==> config.mk <==
export PLATFORM = sky130hd
export DESIGN_NAME = disparity_search_ctrl
export DESIGN_NICKNAME = d
export VERILOG_FILES = /design/src/rtl/stereo_pkg.sv /design/src/rtl/disp_min_tracker.sv /design/src/rtl/disparity_search_ctrl.sv
export SDC_FILE = /design/constraint.sdc
export NUM_CORES = 1
export LEC_CHECK = 0
export BUFFER_PORTS_ARGS = -buffer_cell sky130_fd_sc_hd__clkbuf_2
export CORE_AREA = 8 8 117 162
export CTS_CLUSTER_SIZE = 25
export DETAILED_ROUTE_END_ITERATION = 10
export DIE_AREA = 0 0 125 170
export HOLD_SLACK_MARGIN = 0.12
export MAX_ROUTING_LAYER = met4
export PLACE_DENSITY = 0.85
export SYNTH_ARGS = -nofsm -noshare
export SYNTH_HDL_FRONTEND = slang
export SYNTH_SLANG_ARGS = --single-unit
==> constraint.sdc <==
create_clock -name clk -period 4.32 [get_ports clk]
set_input_delay 0.648 -clock clk [delete_from_list [all_inputs] [get_ports clk]]
set_output_delay 0.648 -clock clk [all_outputs]
set_load 0.005 [all_outputs]
==> src/rtl/stereo_pkg.sv <==
// Shared constants and types for the stereo disparity search block.
// Window pixel i sits at bits [PIX_W*i +: PIX_W] of a window bus.
package stereo_pkg;

    localparam int PIX_W     = 8;
    localparam int WIN       = 3;
    localparam int MAX_DISP  = 64;
    localparam int DISP_W    = $clog2(MAX_DISP);
    localparam int SAD_W     = 12;
    localparam int WIN_PIX   = WIN * WIN;
    localparam int WIN_BUS_W = WIN_PIX * PIX_W;

    typedef enum logic [1:0] {
        IDLE,
        FETCH,
        COMPARE,
        DONE
    } state_e;

    // A requested range of 0 still searches one disparity; oversize requests saturate.
    function automatic logic [DISP_W:0] clamp_range(input logic [DISP_W:0] req);
        logic [DISP_W:0] res;
        res = req;
        if (req == '0) begin
            res = (DISP_W+1)'(1);
        end else if (req > (DISP_W+1)'(MAX_DISP)) begin
            res = (DISP_W+1)'(MAX_DISP);
        end
        return res;
    endfunction

endpackage

==> src/rtl/disp_min_tracker.sv <==
// Registered running minimum of SAD values with the disparity that produced it.
// Strict less-than compare, so ties keep the earlier (lower) disparity.
module disp_min_tracker
    import stereo_pkg::*;
(
    input  logic              clk,
    input  logic              rst_n,
    input  logic              clear,
    input  logic              update,
    input  logic [SAD_W-1:0]  sad_in,
    input  logic [DISP_W-1:0] d_in,
    output logic [SAD_W-1:0]  best_sad,
    output logic [DISP_W-1:0] best_d,
    output logic [SAD_W-1:0]  best_sad_next,
    output logic [DISP_W-1:0] best_d_next
);

    logic [SAD_W-1:0]  best_sad_q, best_sad_d;
    logic [DISP_W-1:0] best_d_q, best_d_d;

    always_comb begin
        best_sad_d = best_sad_q;
        best_d_d   = best_d_q;
        if (clear) begin
            best_sad_d = '1;
            best_d_d   = '0;
        end else if (update && (sad_in < best_sad_q)) begin
            best_sad_d = sad_in;
            best_d_d   = d_in;
        end
    end

    always_ff @(posedge clk or negedge rst_n) begin
        if (!rst_n) begin
            best_sad_q <= '1;
            best_d_q   <= '0;
        end else begin
            best_sad_q <= best_sad_d;
            best_d_q   <= best_d_d;
        end
    end

    assign best_sad      = best_sad_q;
    assign best_d        = best_d_q;
    assign best_sad_next = best_sad_d;
    assign best_d_next   = best_d_d;

endmodule

==> src/rtl/disparity_search_ctrl.sv <==
// Sequences a shared external SAD unit over disparities 0..n-1 for one left
// window and returns the disparity with the lowest SAD on a valid/ready port.
module disparity_search_ctrl
    import stereo_pkg::*;
(
    input  logic                 clk,
    input  logic                 rst_n,
    input  logic [DISP_W:0]      cfg_range,
    input  logic                 s_valid,
    output logic                 s_ready,
    input  logic [WIN_BUS_W-1:0] s_win_l,
    output logic                 r_req,
    output logic [DISP_W-1:0]    r_disp,
    input  logic                 r_ack,
    input  logic [WIN_BUS_W-1:0] r_win,
    output logic [WIN_BUS_W-1:0] sad_a,
    output logic [WIN_BUS_W-1:0] sad_b,
    input  logic [SAD_W-1:0]     sad_in,
    output logic                 m_valid,
    input  logic                 m_ready,
    output logic [DISP_W-1:0]    m_disp,
    output logic [SAD_W-1:0]     m_sad
);

    localparam logic [DISP_W:0]   N_ONE = (DISP_W+1)'(1);
    localparam logic [DISP_W-1:0] D_ONE = DISP_W'(1);

    state_e                 state_q, state_d;
    logic [DISP_W-1:0]      d_q, d_d;
    logic [DISP_W:0]        n_q, n_d;
    logic [WIN_BUS_W-1:0]   win_l_q, win_l_d;
    logic [WIN_BUS_W-1:0]   win_r_q, win_r_d;
    logic [DISP_W-1:0]      m_disp_q, m_disp_d;
    logic [SAD_W-1:0]       m_sad_q, m_sad_d;

    logic                   trk_clear;
    logic                   trk_update;
    logic [SAD_W-1:0]       best_sad, best_sad_next;
    logic [DISP_W-1:0]      best_d, best_d_next;
    logic                   d_is_last;

    disp_min_tracker u_min_tracker (
        .clk           (clk),
        .rst_n         (rst_n),
        .clear         (trk_clear),
        .update        (trk_update),
        .sad_in        (sad_in),
        .d_in          (d_q),
        .best_sad      (best_sad),
        .best_d        (best_d),
        .best_sad_next (best_sad_next),
        .best_d_next   (best_d_next)
    );

    assign d_is_last = ({1'b0, d_q} == (n_q - N_ONE));

    always_comb begin
        state_d    = state_q;
        d_d        = d_q;
        n_d        = n_q;
        win_l_d    = win_l_q;
        win_r_d    = win_r_q;
        m_disp_d   = m_disp_q;
        m_sad_d    = m_sad_q;
        trk_clear  = 1'b0;
        trk_update = 1'b0;

        case (state_q)
            IDLE: begin
                if (s_valid) begin
                    win_l_d   = s_win_l;
                    n_d       = clamp_range(cfg_range);
                    d_d       = '0;
                    trk_clear = 1'b1;
                    state_d   = FETCH;
                end
            end
            FETCH: begin
                if (r_ack) begin
                    win_r_d = r_win;
                    state_d = COMPARE;
                end
            end
            COMPARE: begin
                trk_update = 1'b1;
                // Result registers take the tracker's next value so the final compare counts.
                if (d_is_last) begin
                    m_disp_d = best_d_next;
                    m_sad_d  = best_sad_next;
                    state_d  = DONE;
                end else begin
                    d_d     = d_q + D_ONE;
                    state_d = FETCH;
                end
            end
            DONE: begin
                if (m_ready) begin
                    state_d = IDLE;
                end
            end
            default: begin
                state_d = IDLE;
            end
        endcase
    end

    always_ff @(posedge clk or negedge rst_n) begin
        if (!rst_n) begin
            state_q  <= IDLE;
            d_q      <= '0;
            n_q      <= '0;
            win_l_q  <= '0;
            win_r_q  <= '0;
            m_disp_q <= '0;
            m_sad_q  <= '0;
        end else begin
            state_q  <= state_d;
            d_q      <= d_d;
            n_q      <= n_d;
            win_l_q  <= win_l_d;
            win_r_q  <= win_r_d;
            m_disp_q <= m_disp_d;
            m_sad_q  <= m_sad_d;
        end
    end

    assign s_ready = (state_q == IDLE);
    assign r_req   = (state_q == FETCH);
    assign r_disp  = d_q;
    assign sad_a   = win_l_q;
    assign sad_b   = win_r_q;
    assign m_valid = (state_q == DONE);
    assign m_disp  = m_disp_q;
    assign m_sad   = m_sad_q;

endmodule
==> results.md, run 1 <==
* Status: finished, final reports clean
* Die Width at 125 µm
* WL per Instance at 18.23 µm
* # rows at 56
* FILL cells at 1,298
* Crit path buf inv count at 2
* CTS Root Cell: clkbuf_16
* Met3 usage at 5.136%
* Post-cts hold buffer count at 0
* Avg Inst Size Synth at 10.03 µm²
* Pin count of the biggest net entering global routing at 115
* Peak VDD IR at 0.0003627 V
* H-tree depth at 4
* Initial Util at 51.67%
* Fmax at 353.2 MHz
* TritonCTS Buffers at 17
* Final setup viols at 0
* Most common cell after layout, fill and taps aside: clkbuf_2
* Fin crit share at 65.55%
* Fin Setup TNS at 0 ns
* GR Util met2 at 42.43%
* Final ANT Viol Nets at 0
* Core Box Area at 16,540 µm²
* Initial antenna violation count at 0
* Ratio of cells with drive above 1 in the final layout at 40.10%
* Final hold vios at 0
* Clk slew on worst S/H paths at 0.07 ns
* CP max stage cell: a211oi_4
* Power Total at 7821 µW
* Post-synthesis sequential element count at 195
* Critical path launch point type: flop
* Port bufs at 338
* DRT iter0 DRCs at 677
* Area growth syn-to-layout at 28.29%
* CP top delay family: simple AND/OR/NAND/NOR gates
* DP Area at 10,380 µm²
* Fin crit period at 2.832 ns
* First-pass GRT wire length at 39,440 µm
* Count of boundary I/O pins at 339
* Grt met1 use at 25.51%
* Remaining DRCs at 0
* Via-per-instance ratio at 5.362
* Ys Warns at 0
* Vias in the first global route at 7,693
* Post-Syn Nets at 1,033
* HP Class: input port to async pin
* Sequential share of the synthesized area at 57.29%
* Most frequent cells in the layout: clkbuf_2, nand2_1, dfrtp_1
* Post-synth ARST share at 100.0%
* Max-slew violation count at 0
* Clock tree buffer depth at 2
* Register area at 4895 µm²
* Post-DP HPWL at 18,840 µm
* Gr usage total at 24.01%
* Slew headroom at 31.41%
* Critical Path End Type: flop
* Crit path kind: flop to flop
* Post-synthesis cell area at 8544 µm²
* Data required, critical path at 4.66 ns
* CP Max Fanout at 30
* Clk_skew at 0.009756 ns
* CP startpoint: n_q[0]
* Gpl congestion at 0.8386
* Post-synth EDFFs at 0
* Post-Syn Instances at 852
* Worst skew pair latency at 0.43 ns
* CTS Sinks at 195
* Pre-antenna DRT Iters at 6
* Cts repair resizes at 0
* Global route total overflow at 0
* P_leak at 0.005705 µW
* CTS tree: built
* Setup repair bufs after CTS at 0
* Synth Flop Type: dfrtp_1
* Synth cell types at 45
* # diodes at 0
* Multi-input gate area at 3377 µm²
* Reg2reg start: n_q[0]
* Crit path cell chain: inv_1, ha_1, xnor2_1, nor4b_1, nand3_1, a211oi_4, buf_4, nand4b_1, mux2i_1
* Crit path DAT at 3.17 ns
* Worst path max stage delay at 0.58 ns
* Gr busiest metal: met2
* DR vias at 7,426
* Final-stage net count at 1,350
* Pwr Density at 713.4 nW/µm²
* Die height at 170 µm
* Total die area at 21,250 µm²
* Post-Route WL at 25,250 µm
* RSZ-0062 raised after global routing: false
* Least-Margin Pin Slew at 1.025 ns
* Core Util, Final at 66.29%
* Design area at 10,960 µm²
* Max cap viols at 0
flip-flops by register name (all words and copies together) (netlist names):
register / flops
sad_a: 72
sad_b: 72
m_sad: 12
u_min_tracker.best_sad: 12
n_q: 7
m_disp: 6
r_disp: 6
u_min_tracker.best_d: 6
state_q: 2
metal layers:
| layer | vias to the layer above | routed length, µm | share of wire, % |
|---|---|---|---|
| li1 | 3477 | - | - |
| met1 | 3583 | 9367 | 37 |
| met2 | 305 | 13500 | 53 |
| met3 | 61 | 1477 | 5.9 |
| met4 | 0 | 899 | 3.6 |
| met5 | - | 0 | 0 |
worst paths after layout:
kind,endpoint,slack [ns],depth (start not counted)
setup / recovery,r_disp[4],1.49,9
min in group clk,sad_a[0],0.41,3
max in group asynchronous,u_min_tracker.best_sad[10],3.03,2
setup reg to reg,r_disp[4],1.49,9
hold / removal,sad_a[21],0.35,1
hold reg to reg,sad_a[0],0.48,2
through the flow:
stage	cells	hold WS, ns	setup WS (ns)
after floorplan	852	0.3524	2.043
after global placement	1353	0.4564	1.582
after detailed placement	1353	0.4618	1.536
after CTS	1385	0.3832	1.478
final	1385	0.3523	1.488
after global routing	1385	0.3959	1.232
Yosys cell counts (11+ instances only):
cell | instances | share of area [%]
nand2_1 | 275 | 12
nor2_1 | 35 | 1.5
nor3_1 | 38 | 2.2
inv_1 | 13 | 0.57
ha_1 | 13 | 1.9
nand3_1 | 39 | 2.3
dfrtp_1 | 183 | 54
mux2_2 | 72 | 9.5
dfstp_2 | 12 | 3.7
buf_2 | 15 | 0.88
a21oi_1 | 44 | 2.6
o221ai_1 | 11 | 1.1
clkbuf_1 | 29 | 1.3
power breakdown:
part | internal (µW) | total (µW) | switching, µW
Sequential | 2680 | 3210 | 532
Clock | 784 | 1530 | 751
Combinational | 1430 | 3070 | 1650
logic make-up after synthesis:
| family | after synthesis | share of synthesized area, % |
|---|---|---|
| compound gates | 81 | 6.135 |
| xor+xnor | 9 | 0.9226 |
| fa+ha+maj | 13 | 1.904 |
| buf+inv | 65 | 3.353 |
| flops | 195 | 57.29 |
| mux | 74 | 9.782 |
| simple gates | 415 | 20.62 |
final cells by class:
| cell class | instances | area share (%) |
|---|---|---|
| Tap cell | 203 | 2.317 |
| Sequential cell | 195 | 44.65 |
| Timing Repair Buffer | 350 | 16.45 |
| Clock inverter | 14 | 1.324 |
| Clock buffer | 18 | 4.006 |
| Multi-Input combinational cell | 592 | 30.81 |
| Inverter | 13 | 0.4452 |
(Power assumes the default switching activity.)
==> run 2: changes to the inputs <==
Settings changed: ABC_AREA from default to 1, CORE_AREA 8 8 117 162 to 8 8 125 173, DIE_AREA 0 0 125 170 to 0 0 133 181, PLACE_DENSITY 0.85 to 0.76.
Clock period 4.32 ns to 2.6 ns, I/O delays scaled along.
==> run 2 against run 1 <==
Core utilization fell by 10 points. Die area rose by 13%. Total power rose by 63%. Critical endpoint is now m_disp[0].
==> results.md, run 2 <==
* Status: finished, final reports clean
* Min-delay src: s_win_l[52]
* CP Max Fanout at 16
* Most frequent cells in the layout: nand2_1, clkbuf_2, dfrtp_1
* Area growth syn-to-layout at 30.83%
* Reg2reg start: u_min_tracker.best_sad[11]
* Critical path launch point type: flop
* Clk slew on worst S/H paths at 0.08 ns
* Final Non-Filler Cells at 1,416
* Final setup margin at 0.3787 ns
* DRT iter0 DRCs at 318
* CP Depth at 13
* Fin crit period at 2.221 ns
* Remaining DRCs at 0
* CP max stage cell: dfstp_2
* Initial Util at 43.00%
* Synth area leaders: dfrtp_1, nand2_1, mux2_2
* Initial antenna violation count at 1
* Fin Setup TNS at 0 ns
* Multi-input gate area at 2888 µm²
* Avg Inst Size Synth at 9.971 µm²
* Placed Cells incl. Taps at 1,383
* Hold Crit Depth at 3
* Yosys top cell by area: dfrtp_1
* Post-Syn Nets at 1,000
* Die Width at 133 µm
* Reg-to-reg critical path endpoint: m_disp[0]
* Core Box Area at 18,990 µm²
* Sequential share of the synthesized area at 59.94%
* FILL cells at 1,746
* RSZ-0062 raised after global routing: false
* Fin crit share at 85.43%
* Die height at 181 µm
* Hold_ws at 0.1488 ns
* Synth Flop Type: dfrtp_1
* Top-area cell type share of the netlist area at 56.07%
* CTS tree: built
* Post-synth ARST share at 100.0%
* Global route total overflow at 0
* Clk_skew at 0.01056 ns
* Pre-antenna DRT Iters at 7
* Max cap viols at 0
* Pwr Density at 1193 nW/µm²
* Final ANT Viol Nets at 0
* Clock tree buffer depth at 2
* CP top delay family: simple AND/OR/NAND/NOR gates
* Slew headroom at 65.77%
* Gpl congestion at 0.8436
* Hold-critical path endpoint: sad_a[52]
* Via-per-instance ratio at 4.733
* Setup repair bufs after CTS at 0
* Final setup viols at 0
* Worst path max stage delay at 0.53 ns
* Count of boundary I/O pins at 339
* Ratio of cells with drive above 1 in the final layout at 40.87%
* Worst r2r path cells at 13
* CTS Sinks at 195
* Post-DP HPWL at 18,460 µm
* Max-slew violation count at 0
* DP Worst Slack at 0.4163 ns
* Crit path DAT at 2.58 ns
* Post-Route WL at 23,530 µm
* Post-synth EDFFs at 0
* Gr usage total at 20.11%
* CTS Root Cell: clkbuf_16
* Post-synth top cells: nand2_1, dfrtp_1, mux2_2
* H-tree depth at 4
* Internal reg-to-reg setup slack at 0.38 ns
* Synth cell types at 34
* Total die area at 24,070 µm²
* First-pass GRT wire length at 37,190 µm
* Port bufs at 338
* Register area at 4895 µm²
* Least-Margin Pin Slew at 0.5134 ns
* WL per Instance at 16.62 µm
* Most common cell after layout, fill and taps aside: nand2_1
* Data required, critical path at 2.96 ns
* Ys Warns at 0
* Dominant cell type by count on the critical path: nand2_1
* Fmax at 450.2 MHz
* HP Class: input port to flop
* Post-synthesis sequential element count at 195
* P_leak at 0.005915 µW
* DR vias at 6,702
* Pin count of the biggest net entering global routing at 73
* Crit path kind: flop to flop
* Post-Syn Instances at 819
* Worst skew pair latency at 0.42 ns
* Final hold vios at 0
* Critical Path End Type: flop
* Final-stage net count at 1,336
* Post-synthesis cell area at 8167 µm²
* Vias in the first global route at 7,110
* Most common cell in the synthesized netlist: nand2_1
* Crit path buf inv count at 2
* Crit path cell chain: inv_1, ha_1, nand2_1, nor2_2, nand2_1, nor2_1, nand2_1, buf_4, nand3_1, nand2_1, nor2_1, nand2_1, nand2_1
* TritonCTS Buffers at 17
* # rows at 60
* Peak VDD IR at 0.0006152 V
==> run 2: cell types whose count changed after synthesis, moves of 7 or more <==
cell,previous run,this run
nand2_1,275,355
nor3_1,38,1
a21oi_1,44,10
inv_1,13,39
clkbuf_1,29,13
o221ai_1,11,0
o211ai_1,8,0
buf_2,15,8
nor2_1,35,28
==> run 2: worst max-delay path by stage <==
stage / start / to / slack, ns
CTS: u_min_tracker.best_sad[11] / m_disp[2] / 0.39
detailed placement: u_min_tracker.best_sad[11] / m_disp[0] / 0.42
floorplan: u_min_tracker.best_sad[11] / m_sad[5] / 0.68
global route: u_min_tracker.best_sad[11] / m_disp[0] / 0.12
global placement: u_min_tracker.best_sad[11] / m_disp[2] / 0.50
finish: u_min_tracker.best_sad[11] / m_disp[0] / 0.38
==> run 2: logic make-up (layout without fill, tap and decap cells) <==
group                    Yosys count  in the layout  synth area share [%]
XOR/XNOR                           4              4                0.4291
adder cells (fa/ha/maj)           13             13                 1.992
other                              0              1                     0
flip-flops                       195            195                 59.94
AND/OR/NAND/NOR                  439            439                 21.36
AO/OA/AOI/OAI                     21             21                 1.563
multiplexers                      72             72                 9.928
buffers and inverters             75            423                 4.795
==> run 2: worst min-delay path, cell delays in order <==
cell,delay [ns]
clkbuf_2,0.07
nand2_1,0.04
nand2_1,0.04
==> run 2: routing by layer <==
metal	part of all wire (%)	global-route usage (%)	wire length (µm)
met1	39	21.85	9091
met5	0	-	0
met3	5.3	5.608	1241
met4	3.4	8.387	800
met2	53	33.90	12400
==> run 2: per-stage QoR <==
stage	area [µm²]	power, µW	utilization, %
6_report	10680	12750	56.25
4_1_cts	10680	12950	56.24
2_1_floorplan	8167	7978	-
5_1_grt	10680	13720	56.25
3_3_place_gp	10090	10080	53.12
3_5_place_dp	10090	10290	53.12
==> run 2: layout make-up <==
class / count / area share, %
Antenna cell: 1 / 0.02342
Clock buffer: 18 / 4.111
Clock inverter: 13 / 1.347
Inverter: 42 / 1.522
Multi-Input combinational cell: 549 / 27.03
Sequential cell: 195 / 45.81
Tap cell: 248 / 2.904
Timing Repair Buffer: 350 / 17.25
==> run 2: power by group <==
| part | internal [µW] | switching [µW] | total, µW |
|---|---|---|---|
| clock | 1380 | 1220 | 2600 |
| sequential | 4520 | 801 | 5320 |
| combinational | 2250 | 2580 | 4830 |
==> run 2: timing repair <==
item / CTS / global route
hold buffers: 1 / 0
hold endpoints to repair: 51 / 0
gates resized for setup: 0 / 0
